===== src/rtl/khu_uart_pkg.sv =====
// ---------------------------------------------------------------------------
// khu_uart_pkg
// Shared UART definitions for the KHU serial blocks (RX today, TX reuses them).
//   uart_state_t       - frame FSM states: idle, start bit, data bits, stop bit
//   UART_CLKS_PER_BIT  - default system clocks per bit (50 MHz / 115200)
//   uart_half_bit()    - counter value at which the start bit is re-checked
// ---------------------------------------------------------------------------
package khu_uart_pkg;

   localparam int unsigned UART_CLKS_PER_BIT = 434;

   typedef enum logic [1:0] {
      UART_IDLE  = 2'd0,
      UART_START = 2'd1,
      UART_DATA  = 2'd2,
      UART_STOP  = 2'd3
   } uart_state_t;

   // The start bit is re-sampled half a bit after the falling edge; every
   // later sample is a whole bit after that, landing in the middle of each bit.
   function automatic int unsigned uart_half_bit(input int unsigned clks_per_bit);
      return (clks_per_bit / 2) - 1;
   endfunction

endpackage


===== src/rtl/khu_sync.sv =====
// ---------------------------------------------------------------------------
// khu_sync
// Multi-flop synchronizer for a single asynchronous input bit.
// Used for UART_RXD and for the ADS1292 DRDY / MISO pad inputs.
// Parameters:
//   DEPTH   - number of flip-flops in the chain (2 or 3)
//   RST_VAL - value every stage takes during reset (idle level of the line)
// Ports:
//   clk   - destination clock
//   rst_n - asynchronous active-low reset
//   d     - asynchronous input
//   q     - synchronized output, DEPTH clocks behind d
// ---------------------------------------------------------------------------
module khu_sync #(
   parameter int unsigned DEPTH   = 2,
   parameter logic        RST_VAL = 1'b1
) (
   input  logic clk,
   input  logic rst_n,
   input  logic d,
   output logic q
);

   logic [DEPTH-1:0] stages;

   always_ff @(posedge clk or negedge rst_n) begin
      if (!rst_n) begin
         stages <= {DEPTH{RST_VAL}};
      end else begin
         stages <= {stages[DEPTH-2:0], d};
      end
   end

   assign q = stages[DEPTH-1];

endmodule


===== src/rtl/khu_uart_rx.sv =====
// ---------------------------------------------------------------------------
// khu_uart_rx
// 8N1 UART receiver with a one-byte holding register and valid/ready output.
// Parameters:
//   CLKS_PER_BIT - system clocks per UART bit (8..65535)
//   SYNC_STAGES  - depth of the RXD synchronizer (2..3)
// Ports:
//   CLK          - system clock
//   RSTN         - asynchronous active-low reset
//   UART_RXD     - serial input, asynchronous, idle high
//   RX_DATA      - received byte, valid while RX_VALID is high
//   RX_VALID     - holding register contains a byte for the consumer
//   RX_READY     - consumer takes the byte when RX_VALID && RX_READY
//   RX_FRAME_ERR - one-cycle pulse when a stop bit is sampled low
//   RX_OVERRUN   - sticky: a byte was dropped because the holding reg was full
//   RX_BUSY      - receiver FSM is not idle
// ---------------------------------------------------------------------------
module khu_uart_rx
   import khu_uart_pkg::*;
#(
   parameter int unsigned CLKS_PER_BIT = UART_CLKS_PER_BIT,
   parameter int unsigned SYNC_STAGES  = 2
) (
   input  logic       CLK,
   input  logic       RSTN,
   input  logic       UART_RXD,
   output logic [7:0] RX_DATA,
   output logic       RX_VALID,
   input  logic       RX_READY,
   output logic       RX_FRAME_ERR,
   output logic       RX_OVERRUN,
   output logic       RX_BUSY
);

   localparam int unsigned CNT_W = $clog2(CLKS_PER_BIT);
   localparam logic [CNT_W-1:0] CNT_HALF = CNT_W'(uart_half_bit(CLKS_PER_BIT));
   localparam logic [CNT_W-1:0] CNT_LAST = CNT_W'(CLKS_PER_BIT - 1);

   logic             rxd_s;      // synchronized line
   logic             rxd_prev;   // previous synchronized value, for edge detect
   uart_state_t      state;
   logic [CNT_W-1:0] cnt;
   logic [2:0]       bit_idx;
   logic [7:0]       shift_reg;

   khu_sync #(
      .DEPTH   (SYNC_STAGES),
      .RST_VAL (1'b1)
   ) u_rxd_sync (
      .clk   (CLK),
      .rst_n (RSTN),
      .d     (UART_RXD),
      .q     (rxd_s)
   );

   // Frame FSM and holding register share one block so that a byte landing
   // on the same cycle the consumer takes the previous one is resolved in a
   // single place: the load below overrides the release done at the top.
   always_ff @(posedge CLK or negedge RSTN) begin
      if (!RSTN) begin
         state        <= UART_IDLE;
         cnt          <= '0;
         bit_idx      <= '0;
         shift_reg    <= '0;
         rxd_prev     <= 1'b1;
         RX_DATA      <= '0;
         RX_VALID     <= 1'b0;
         RX_FRAME_ERR <= 1'b0;
         RX_OVERRUN   <= 1'b0;
         RX_BUSY      <= 1'b0;
      end else begin
         rxd_prev     <= rxd_s;
         RX_FRAME_ERR <= 1'b0;

         if (RX_VALID && RX_READY) begin
            RX_VALID <= 1'b0;
         end

         case (state)
            UART_IDLE: begin
               // Only a true 1->0 transition starts a frame; a line held low
               // after a framing error (break) never retriggers.
               if (rxd_prev && !rxd_s) begin
                  state   <= UART_START;
                  cnt     <= '0;
                  RX_BUSY <= 1'b1;
               end
            end

            UART_START: begin
               if (cnt == CNT_HALF) begin
                  cnt <= '0;
                  if (!rxd_s) begin
                     state   <= UART_DATA;
                     bit_idx <= '0;
                  end else begin
                     // Glitch shorter than half a bit: drop silently.
                     state   <= UART_IDLE;
                     RX_BUSY <= 1'b0;
                  end
               end else begin
                  cnt <= cnt + CNT_W'(1);
               end
            end

            UART_DATA: begin
               if (cnt == CNT_LAST) begin
                  cnt       <= '0;
                  shift_reg <= {rxd_s, shift_reg[7:1]};
                  if (bit_idx == 3'd7) begin
                     state <= UART_STOP;
                  end else begin
                     bit_idx <= bit_idx + 3'd1;
                  end
               end else begin
                  cnt <= cnt + CNT_W'(1);
               end
            end

            UART_STOP: begin
               if (cnt == CNT_LAST) begin
                  cnt     <= '0;
                  state   <= UART_IDLE;
                  RX_BUSY <= 1'b0;
                  if (rxd_s) begin
                     if (!RX_VALID || RX_READY) begin
                        RX_DATA  <= shift_reg;
                        RX_VALID <= 1'b1;
                     end else begin
                        RX_OVERRUN <= 1'b1;
                     end
                  end else begin
                     RX_FRAME_ERR <= 1'b1;
                  end
               end else begin
                  cnt <= cnt + CNT_W'(1);
               end
            end

            default: begin
               state   <= UART_IDLE;
               cnt     <= '0;
               RX_BUSY <= 1'b0;
            end
         endcase
      end
   end

endmodule


===== config.mk =====
export PLATFORM = sky130hd
export DESIGN_NAME = khu_uart_rx
export DESIGN_NICKNAME = d
export VERILOG_FILES = /design/src/rtl/khu_uart_pkg.sv /design/src/rtl/khu_sync.sv /design/src/rtl/khu_uart_rx.sv
export SDC_FILE = /design/constraint.sdc
export NUM_CORES = 1
export LEC_CHECK = 0
export ABC_AREA = 1
export CAP_MARGIN = 20
export CORE_ASPECT_RATIO = 0.75
export CORE_MARGIN = 8
export CORE_UTILIZATION = 55
export CTS_BUF_LIST = sky130_fd_sc_hd__clkbuf_4
export DETAILED_ROUTE_END_ITERATION = 7
export PLACE_DENSITY = 0.76
export SLEW_MARGIN = 25
export SYNTH_ARGS = -nofsm -noshare
export SYNTH_HDL_FRONTEND = slang
export SYNTH_SLANG_ARGS = --single-unit

===== constraint.sdc =====
create_clock -name CLK -period 2.25 [get_ports CLK]
set_clock_uncertainty 0.15 [all_clocks]
set_input_delay 0.3375 -clock CLK [delete_from_list [all_inputs] [get_ports CLK]]
set_output_delay 0.3375 -clock CLK [all_outputs]
set_load 0.02 [all_outputs]

## Word level (Yosys, flattened, before mapping)

Index checks and enable logic that the tools add are counted.

- Equal/unequal tests: 14
- $add $sub $neg: 2
- Multiplexer cells: 29
- Bitwise logic cells: 1
- Reduce and logical (&&, ||, !) cells: 15

Operators by type and width:

| operator | count |
|---|---|
| 9-bit 2-to-1 mux | 3 |
| 9-bit one-hot mux with 3 select lines | 1 |
| 5-bit AND reduction | 3 |
| 2-bit != test (second input constant) | 7 |
| 1-bit 2-to-1 mux | 12 |
| 2-bit 2-to-1 mux | 6 |
| 3-bit 2-to-1 mux | 4 |
| 9-bit by 1-bit adder with 9-bit output (second input constant) | 1 |
| 9-bit by 8-bit equality test with 1-bit output (second input constant) | 1 |
| 9-bit equality test (second input constant) | 1 |
| 2-bit one-hot mux with 4 select lines | 1 |
| 4-bit AND reduction | 2 |
| 3-bit one-hot mux with 2 select lines | 1 |
| 2-bit equality test (second input constant) | 2 |
| 3-bit by 1-bit adder with 3-bit output (second input constant) | 1 |
| 3-bit equality test (second input constant) | 1 |
| 1-bit one-hot mux with 3 select lines | 1 |
| 3-bit nonzero test | 1 |
| 2-bit by 1-bit equality test with 1-bit output (second input constant) | 1 |
| 1-bit logical AND | 2 |
| 1-bit logical NOT | 2 |
| 2-bit logical NOT | 1 |
| 2-bit by 1-bit != test with 1-bit output (second input constant) | 1 |
| 2-bit AND reduction | 1 |
| other kinds (4) | 4 |

- Word-level logic and storage cells: 72
- Flip-flop bits (word level): 37
- Output and inout bits: 12
- Bits of input ports: 4

## Depth between registers and ports, before layout

Gate-level depths: netlist of run 1.

- Word-level depth: 6
- Depth in mapped cells: 12
- Gate-level depth less buffers: 12

## Hierarchy

Synthesis of run 1 repeated with hierarchy kept, for this count alone.

- Cells, all modules: 195
- Area, all modules: 1,751.7 µm²

Modules (own cells, without submodules):

| module | times used | area each (µm²) | cells each | seq. area each (µm²) |
|---|---|---|---|---|
| khu_uart_rx | 1 | 1,699.1 | 193 | 877.1 |
| khu_sync | 1 | 52.6 | 2 | 52.6 |

## Least setup slack after synthesis of run 1

No wires, ideal clock.

- Path kind: reg2reg
- Start point: register cnt[1]
- End point: register RX_DATA[1]
- Required time: 1.982 ns
- Slack: 0.662 ns
- Buffers on the path: 1
- Cell stages (with the launch flop): 11
- Clock period less this slack: 1.588 ns
- Data arrival time: 1.319 ns
- Cells stage by stage: dfrtp_1 inv_1 ha_1 nand2_1 nor2_1 nand2_4 inv_6 nand3_4 buf_6 nand2_2 o21ai_2

- Cells in the longest elaborated chain, start to end: 2

Ends and longest elaborated chain:

| element | line | RTL |
|---|---|---|
| from (decl) | khu_uart_rx.sv:42 | `logic [CNT_W-1:0] cnt;` |
| from (signal assigned) | khu_uart_rx.sv:102 | `cnt <= cnt + CNT_W'(1);` |
| from (signal assigned) | khu_uart_rx.sv:116 | `cnt <= cnt + CNT_W'(1);` |
| from (signal assigned) | khu_uart_rx.sv:136 | `cnt <= cnt + CNT_W'(1);` |
| 9-bit equality test | khu_uart_rx.sv:121 | `if (cnt == CNT_LAST) begin` |
| 4-bit AND reduction (no line) | -- |  |
| to (signal assigned) | khu_uart_rx.sv:127 | `RX_DATA <= shift_reg;` |
| to (decl) | khu_uart_rx.sv:27 | `output logic [7:0] RX_DATA,` |

Every way passes these cells.
A chain may end at the register's enable or synchronous reset.

## Worst setup path after layout of run 1

- Start point: register RX_BUSY
- End point: output RX_BUSY

RTL lines:

| element | line | RTL |
|---|---|---|
| from (decl) | khu_uart_rx.sv:32 | `output logic RX_BUSY` |
| from (signal assigned) | khu_uart_rx.sv:70 | `RX_BUSY <= 1'b0;` |
| from (signal assigned) | khu_uart_rx.sv:86 | `RX_BUSY <= 1'b1;` |
| from (signal assigned) | khu_uart_rx.sv:99 | `RX_BUSY <= 1'b0;` |

No word-level cell between the ends.

==> qor.yml, run 1 <==
status:
  status: "complete, no violations"
critical_path:
  cp_num_buf_inv: 1
  cp-end-kind: "output pin"
  path_cells: "clkdlybuf4s50_1"
  path_max_fanout: 2
  cpMaxStageDelayCell: "clkdlybuf4s50_1"
  arrival_ns: 1.33
  criticalPathCategory: "flip-flop to output pin"
  critPathRequiredTime_ns: 1.76
  cpPeakStageDelay_ns: 0.61
  path_delay_family: "buffers and inverters"
  cp-startpoint: "RX_BUSY$_DFFE_PN0P_"
  start_kind: "flip-flop"
  worstReg2RegStart: "cnt[1]$_DFFE_PN0P_"
global_routing:
  grt_overflow: 0
  grt_max_degree: 38
  grt_pass1_vias: 1248
  grt_usage_pct: 12.6
  antenna_found_initial: 0
  grt_pass1_wl_um: 5430
detailed_routing:
  wl_um: 3190
  vias: 1314
  first_iter_violations: 70
  drtPass1Iterations: 6
  avgRoutedWirePerCell_um: 11.9
  drt.antenna.violating_nets: 0
  vias_per_cell: 4.90
  drc: 0
timing:
  drv_slew: 0
  fin_crit_ns: 1.82
  slew_headroom_pct: 47.1
  clock.fmax_ghz: 0.550
  setup_tns_ns: 0
  worstMarginPinSlew_ns: 0.794
  rsz0062_at_grt: "false"
  fin_crit_sh_pct: 80.8
  finalHoldViolations: 0
  setup_viol: 0
synthesis:
  yosysWarnings: 0
  syn-num-nets: 216
  yosysUniqueCellTypes: 28
  synth-seq-cells: 37
  synth-main-ff-cell: "dfrtp_1"
  synthesis.area_um2: 1840
  async_flop_share_pct: 100
  yosysSeqAreaShare_pct: 50.6
  syn_area_per_cell_um2: 8.87
  synth_edf_count: 0
  synthCells: 207
clock_network:
  clock_latency_ns: 0.33
  cts_setup_buffers: 0
  cts_buffers: 5
  clk_pin_slew_worst_paths_ns: 0.12
  cts-root-buf: "clkbuf_4"
  htree_num_levels: 2
  cts-resized-gates: 0
  cts_buffer_depth: 2
  cts_tree: "yes"
  clock-sinks: 37
die:
  start_util_pct: 56.6
  rows: 18
  die-area_um2: 5460
  coreArea_um2: 3240
  die_y_um: 66.0
  chipWidth_um: 82.7
  io_pins: 16
power_and_ir_drop:
  power.internal_uw: 1050
  switchingPower_uw: 662
  power_frac_seq_pct: 48.0
  comb_power_share_pct: 32.5
  p_sw_share_pct: 38.6
  clockPowerShare_pct: 19.4
  power.leakage_uw: 0.00102
  peakVddDrop_mv: 0.584
  powerDensity_nw_per_um2: 829
layout:
  final_cells: 268
  postLayoutCellArea_um2: 2070
  final-seq-area_um2: 930
  syn_to_final_growth_pct: 12.5
  n_antenna_cell: 0
  nets: 236
  largest_register_ffs: 9
  drive_gt1_share_pct: 19.7
  fillers: 291
  multiInputGateArea_um2: 748
placement:
  placed_area_um2: 2000
  portBuffers: 15
  gp_congestion: 0.849
  dp_cells: 259
  place_hpwl_um: 2330
min_path:
  hp-start: "u_rxd_sync.stages[0]$_DFF_PN1_"
  hp-class: "flip-flop to flip-flop"
job:
  maxCapViolCount: 0
power by group through the flow:
| stage | sequential (µW) | clock [µW] | combinational, µW |
|---|---|---|---|
| after floorplan | 829 | 0 | 431 |
| after global placement | 838 | 0 | 548 |
| after detailed placement | 837 | 0 | 553 |
| after CTS | 824 | 343 | 560 |
| after global routing | 836 | 371 | 634 |
| final | 823 | 333 | 557 |
per-stage QoR:
stage	utilization [%]	hold WS (ns)	total power, µW	setup WS [ns]
after floorplan	-	-0.108	1260	0.662
after global routing	63.7	0.225	1840	0.319
after global placement	61.7	0.198	1390	0.513
after CTS	63.7	0.211	1730	0.422
after detailed placement	61.7	0.197	1390	0.495
final	63.7	0.203	1710	0.432
worst paths after layout:
check | endpoint | cells past startpoint | slack (ns)
max | RX_BUSY | 1 | 0.43
min | u_rxd_sync.stages[1]$_DFF_PN1_ | 0 | 0.20
max reg2reg | RX_DATA[3]$_DFFE_PN0P_ | 9 | 0.48
min reg2reg | u_rxd_sync.stages[1]$_DFF_PN1_ | 0 | 0.20
max in group asynchronous | cnt[6]$_DFFE_PN0P_ | 2 | 0.98
min in group asynchronous | cnt[1]$_DFFE_PN0P_ | 2 | 0.46
logic make-up (layout without fill, tap and decap cells):
group,Yosys count,count (layout),share of synthesized area [%]
xor gates and xnor gates,2,2,0.954
adders and majority gates,5,5,3.41
buffers and inverters,36,57,8.65
and+or+nand+nor,97,97,24.5
AOI/OAI and AO/OA,30,30,11.9
DFF,37,37,50.6
what timing repair did:
action	CTS	global route
hold buffers	1	0
setup endpoints to repair	0	0
endpoints found under the hold margin	34	0
cells in the final DEF, fill, tap and decap left out, types with 2 or more instances in the layout:
cell type | netlist | final
o22ai_1 | 3 | 3
o21ai_1 | 2 | 2
clkinv_2 | 0 | 2
clkdlybuf4s50_1 | 0 | 14
dfrtp_1 | 34 | 34
nand2_1 | 60 | 60
nand2_2 | 8 | 8
nand2_4 | 2 | 2
o21ai_0 | 6 | 6
dfstp_2 | 3 | 3
nand3_1 | 10 | 10
inv_1 | 31 | 31
clkbuf_4 | 0 | 5
nor2_1 | 8 | 8
ha_1 | 5 | 5
nor3_1 | 2 | 2
nor2_2 | 3 | 3
o21ai_2 | 16 | 16
cells in the mapped netlist (2+ instances only):
cell / n / area share, %
nor3_1: 2 / 0.54
nor2_2: 3 / 1.0
ha_1: 5 / 3.4
o22ai_1: 3 / 1.0
nor2_1: 8 / 1.6
nand2_1: 60 / 12
nand2_2: 8 / 2.7
buf_6: 2 / 1.2
inv_1: 31 / 6.3
o21ai_0: 6 / 1.6
dfrtp_1: 34 / 46
nand3_1: 10 / 2.7
o21ai_2: 16 / 7.6
nand2_4: 2 / 1.2
o21ai_1: 2 / 0.54
dfstp_2: 3 / 4.3
routing by layer:
| layer | GRT usage [%] | share of wire, % | vias up |
|---|---|---|---|
| li1 | - | - | 690 |
| met1 | 16.9 | 52 | 606 |
| met2 | 19.6 | 44 | 16 |
| met3 | 4.08 | 4.0 | 2 |
| met4 | 2.58 | 0.44 | 0 |
| met5 | 0 | 0 | - |
cell type report:
type / instances / share of cell area [%]
Clock buffer: 5 / 1.82
Clock inverter: 3 / 0.847
Inverter: 33 / 6.23
Multi-Input combinational cell: 134 / 36.2
Sequential cell: 37 / 45.0
Tap cell: 40 / 2.42
Timing Repair Buffer: 16 / 7.51
(Power assumes the default switching activity.)
==> run 2, diff against run 1 <==
==> constraint.sdc (replaced) <==
create_clock -name CLK -period 1.8 [get_ports CLK]
set_clock_uncertainty 0.15 [all_clocks]
set_input_delay 0.27 -clock CLK [delete_from_list [all_inputs] [get_ports CLK]]
set_output_delay 0.27 -clock CLK [all_outputs]
set_load 0.02 [all_outputs]
==> qor.yml, run 2 (same netlist as run 1, synthesis figures left out) <==
critical_path:
  r2r_setup_slack_ns: 0.12
  critPathRequiredTime_ns: 1.38
  cpPeakStageDelay_ns: 0.61
  path_cells: "clkdlybuf4s50_1"
  cpMaxStageDelayCell: "clkdlybuf4s50_1"
  path_delay_family: "buffers and inverters"
  cp_num_buf_inv: 1
  worst-path-stages: 1
  cp-end-kind: "output pin"
  arrival_ns: 1.32
  start_kind: "flip-flop"
  reg2reg_depth: 8
  criticalPathCategory: "flip-flop to output pin"
  path_max_fanout: 2
power_and_ir_drop:
  peakVddDrop_mv: 0.795
  power_frac_seq_pct: 47.0
  powerDensity_nw_per_um2: 1040
  clockPowerShare_pct: 19.6
  switchingPower_uw: 871
  p_sw_share_pct: 39.6
  power.leakage_uw: 0.00110
  power.internal_uw: 1330
  comb_power_share_pct: 33.4
global_routing:
  grt_usage_pct: 13.3
  grt_overflow: 0
  antenna_found_initial: 0
  grt_pass1_vias: 1243
  grt_pass1_wl_um: 5630
  grt_max_degree: 38
layout:
  mostFrequentLayoutCells: "nand2_1 (60), dfrtp_1 (34), inv_1 (30)"
  syn_to_final_growth_pct: 15.3
  final-seq-area_um2: 930
  n_antenna_cell: 0
  largest_register_ffs: 9
  fillers: 257
  final_common_cell: "nand2_1"
  postLayoutCellArea_um2: 2120
  multiInputGateArea_um2: 773
  nets: 239
  drive_gt1_share_pct: 21.6
timing:
  fin_crit_ns: 1.74
  drv_slew: 0
  worstMarginPinSlew_ns: 0.460
  finalHoldViolations: 0
  setup_viol: 0
  clock.fmax_ghz: 0.575
  rsz0062_at_grt: "false"
  slew_headroom_pct: 69.4
  fin_crit_sh_pct: 96.7
  setup_tns_ns: 0
clock_network:
  cts-root-buf: "clkbuf_4"
  htree_num_levels: 2
  cts_setup_buffers: 0
  cts_buffer_depth: 2
  clock-sinks: 37
  clk_pin_slew_worst_paths_ns: 0.11
  cts_buffers: 5
  clock_latency_ns: 0.34
  cts_tree: "yes"
die:
  die_y_um: 66.0
  rows: 18
  die-area_um2: 5460
  chipWidth_um: 82.7
  io_pins: 16
  start_util_pct: 56.6
  coreArea_um2: 3240
detailed_routing:
  avgRoutedWirePerCell_um: 12.5
  vias_per_cell: 5.03
  drtPass1Iterations: 4
  vias: 1362
  drt.antenna.violating_nets: 0
  drc: 0
  first_iter_violations: 49
  wl_um: 3390
placement:
  place_hpwl_um: 2400
  gp_congestion: 0.849
  portBuffers: 15
  placed_area_um2: 2020
min_path:
  min_path_cells: 1
  hp-class: "primary input to flip-flop"
job:
  maxCapViolCount: 0
status:
  status: "complete, no violations"
run 2: worst paths after layout:
| kind | from | endpoint |
|---|---|---|
| setup / recovery | RX_BUSY$_DFFE_PN0P_ | RX_BUSY |
| hold / removal | UART_RXD | u_rxd_sync.stages[0]$_DFF_PN1_ |
| setup reg to reg | u_rxd_sync.stages[1]$_DFF_PN1_ | RX_BUSY$_DFFE_PN0P_ |
| hold reg to reg | u_rxd_sync.stages[0]$_DFF_PN1_ | u_rxd_sync.stages[1]$_DFF_PN1_ |
| max in group asynchronous | RSTN | rxd_prev$_DFF_PN1_ |
| min in group asynchronous | RSTN | asynchronous set/reset pin |
run 2: power by group through the flow:
stage / sequential (µW) / clock (µW) / combinational, µW
floorplan: 1040 / 0 / 538
global placement: 1050 / 0 / 706
detailed placement: 1050 / 0 / 713
CTS: 1030 / 442 / 719
global route: 1050 / 480 / 854
finish: 1030 / 431 / 734
run 2: through the flow:
| stage | instances | setup slack [ns] | hold slack, ns | power (µW) | utilization (%) |
|---|---|---|---|---|---|
| floorplan | 207 | 0.212 | -0.176 | 1580 | - |
| global placement | 261 | 0.134 | 0.189 | 1750 | 62.2 |
| detailed placement | 261 | 0.0830 | 0.191 | 1760 | 62.2 |
| CTS | 270 | 0.0298 | 0.161 | 2190 | 64.2 |
| global route | 271 | 0.00158 | 0.159 | 2380 | 65.3 |
| finish | 271 | 0.0595 | 0.172 | 2200 | 65.3 |
run 2: layout make-up:
cell class / instances / area share [%]
clock buffer: 5 / 1.77
tap: 40 / 2.36
timing repair buffer: 18 / 8.51
clock inverter: 3 / 0.827
multi-input combinational: 135 / 36.5
inverter: 33 / 6.09
sequential: 37 / 43.9
run 2: routing by layer:
layer,wire length (µm),GRT usage (%),vias to the layer above,part of all wire [%]
li1,-,-,697,-
met1,1750,17.9,641,52
met2,1450,19.5,20,43
met3,160,4.21,4,4.7
met4,31,4.51,0,0.91
met5,0,0,-,0
run 2: what timing repair did:
action	in CTS	in global routing
setup endpoints to repair	0	21
endpoints found under the hold margin	34	0
gates resized for setup	0	8
hold buffers	1	0
==> run 3, diff against run 2 <==
==> constraint.sdc (replaced) <==
create_clock -name CLK -period 1.7 [get_ports CLK]
set_clock_uncertainty 0.15 [all_clocks]
set_input_delay 0.255 -clock CLK [delete_from_list [all_inputs] [get_ports CLK]]
set_output_delay 0.255 -clock CLK [all_outputs]
set_load 0.02 [all_outputs]
==> qor.yml, run 3 (same netlist as run 1, synthesis figures left out) <==
timing:
  slew_headroom_pct: 74.4
  drv_slew: 0
  finalHoldViolations: 0
  rsz0062_at_grt: "true"
  clock.fmax_ghz: 0.621
  setup_viol: 0
  fin_crit_ns: 1.61
  whs_ns: 0.179
  worstMarginPinSlew_ns: 0.384
  finalWorstSetupSlack_ns: 0.0899
  fin_crit_sh_pct: 94.7
clock_network:
  cts_tree: "yes"
  cts-root-buf: "clkbuf_4"
  cts_buffer_depth: 2
  cts_buffers: 5
  htree_num_levels: 2
  clk_pin_slew_worst_paths_ns: 0.10
  clock-sinks: 37
  clock_latency_ns: 0.32
layout:
  n_antenna_cell: 0
  drive_gt1_share_pct: 26.3
  fillers: 265
  final-seq-area_um2: 931
  fin_util_pct: 66.4
  final_common_cell: "nand2_1"
  postLayoutCellArea_um2: 2150
  nets: 244
  largest_register_ffs: 9
  multiInputGateArea_um2: 793
  mostFrequentLayoutCells: "nand2_1 (58), dfrtp_1 (33), inv_1 (27)"
  syn_to_final_growth_pct: 17.2
global_routing:
  grt_overflow: 0
  grt_pass1_wl_um: 5580
  grt_pass1_vias: 1249
  antenna_found_initial: 0
  grt_max_degree: 19
  grt_usage_pct: 13.2
critical_path:
  r2r-end: "cnt[8]$_DFFE_PN0P_"
  start_kind: "flip-flop"
  critPathRequiredTime_ns: 1.80
  arrival_ns: 1.71
  path_max_fanout: 4
  criticalPathCategory: "flip-flop to flip-flop"
  cpMaxStageDelayCell: "dfrtp_1"
  path_cells: "buf_4 -> ha_1 -> nand3_1 -> nor2_2 -> inv_1 -> o21ai_0 -> nand3_1 -> o21ai_0"
  cpPeakStageDelay_ns: 0.42
  reg2reg_depth: 8
  worstReg2RegStart: "cnt[0]$_DFFE_PN0P_"
  r2r_setup_slack_ns: 0.09
  cp-end-kind: "flip-flop"
power_and_ir_drop:
  power.internal_uw: 1510
  powerDensity_nw_per_um2: 1140
  clockPowerShare_pct: 18.4
  finalPower_uw: 2450
  power_frac_seq_pct: 44.5
  switchingPower_uw: 936
  power.leakage_uw: 0.00111
  p_sw_share_pct: 38.2
  peakVddDrop_mv: 0.731
  comb_power_share_pct: 37.1
detailed_routing:
  drc: 0
  first_iter_violations: 56
  vias: 1351
  avgRoutedWirePerCell_um: 12.1
  vias_per_cell: 4.89
  wl_um: 3330
  wl_met1_um: 1720
  routed-wl-met2_um: 1440
  top_layer: "met4"
  drt.antenna.violating_nets: 0
  drtPass1Iterations: 4
  dr_wl_met3_um: 139
status:
  status: "complete, no violations"
die:
  die_y_um: 66.0
  io_pins: 16
  rows: 18
  chipWidth_um: 82.7
  start_util_pct: 56.6
  die-area_um2: 5460
  coreArea_um2: 3240
min_path:
  hold_path_end: "u_rxd_sync.stages[0]$_DFF_PN1_"
  min_path_cells: 1
  hp-start: "UART_RXD"
  hp-class: "primary input to flip-flop"
placement:
  gp_congestion: 0.865
  placed_area_um2: 2050
  pre_cts_ws_ns: 0.00681
  place_hpwl_um: 2510
  portBuffers: 15
job:
  maxCapViolCount: 0
## run 3: cell types whose count changed in the layout (fill, tap and decap cells not counted), moves of 2 or more
| cell | before | now |
|---|---|---|
| clkdlybuf4s50_1 | 10 | 2 |
| buf_4 | 2 | 7 |
| inv_2 | 2 | 5 |
| clkinv_2 | 2 | 0 |
| inv_1 | 30 | 27 |
| nand2_1 | 60 | 58 |
| nor2_1 | 7 | 5 |
| dlymetal6s2s_1 | 4 | 0 |
| clkbuf_4 | 5 | 7 |
| dlygate4sd2_1 | 0 | 12 |
## run 3: final cells by class
class	count	share of cell area [%]
flip-flops and latches	37	43.3
multi-input cells	135	36.9
repair buffers	23	8.95
inverters	33	5.99
clock buffers	7	2.44
well taps	40	2.33
clock inverters	1	0.174
## run 3: routing by layer
layer	GRT usage, %	vias up
li1	-	705
met4	5.15	0
met3	4.08	5
met2	18.9	19
met1	18.1	622
met5	0	-
## run 3: metrics by stage
stage / setup TNS, ns / cells
final: 0 / 276
after global routing: -0.0119 / 276
after CTS: 0 / 274
after floorplan: 0 / 207
after detailed placement: 0 / 265
after global placement: 0 / 265
## run 3: power groups by stage
stage / sequential, µW / combinational (µW) / clock [µW]
finish: 1090 / 908 / 450
global route: 1100 / 1050 / 504
CTS: 1080 / 811 / 467
detailed placement: 1100 / 811 / 0
global placement: 1100 / 796 / 0
floorplan: 1100 / 570 / 0
## run 3: worst max-delay path: cells and delay by family, from the launching register on
family                   cells  cell delay, ns
flip-flops                   1            0.42
AO/OA/AOI/OAI                2            0.22
AND/OR/NAND/NOR              3            0.38
adder cells (fa/ha/maj)      1            0.17
buffers and inverters        2            0.20
## run 3: how the worst max path moves through the flow
| stage | start | to | slack, ns |
|---|---|---|---|
| 6_report | cnt[0]$_DFFE_PN0P_ | cnt[8]$_DFFE_PN0P_ | 0.09 |
| 5_1_grt | u_rxd_sync.stages[1]$_DFF_PN1_ | RX_BUSY$_DFFE_PN0P_ | -0.01 |
| 4_1_cts | cnt[1]$_DFFE_PN0P_ | RX_DATA[2]$_DFFE_PN0P_ | 0.004 |
| 3_5_place_dp | cnt[1]$_DFFE_PN0P_ | RX_DATA[2]$_DFFE_PN0P_ | 0.007 |
| 3_3_place_gp | cnt[1]$_DFFE_PN0P_ | RX_DATA[2]$_DFFE_PN0P_ | 0.05 |
| 2_1_floorplan | cnt[1]$_DFFE_PN0P_ | RX_DATA[1]$_DFFE_PN0P_ | 0.11 |
## run 3: what timing repair did
item | 4_1_cts | 5_1_grt
setup endpoints to repair | 12 | 31
buffers inserted | 0 | 1
hold buffers | 1 | 0
endpoints found under the hold margin | 16 | 0
pin swaps | 0 | 1
resized for setup | 12 | 14
gates cloned | 0 | 1
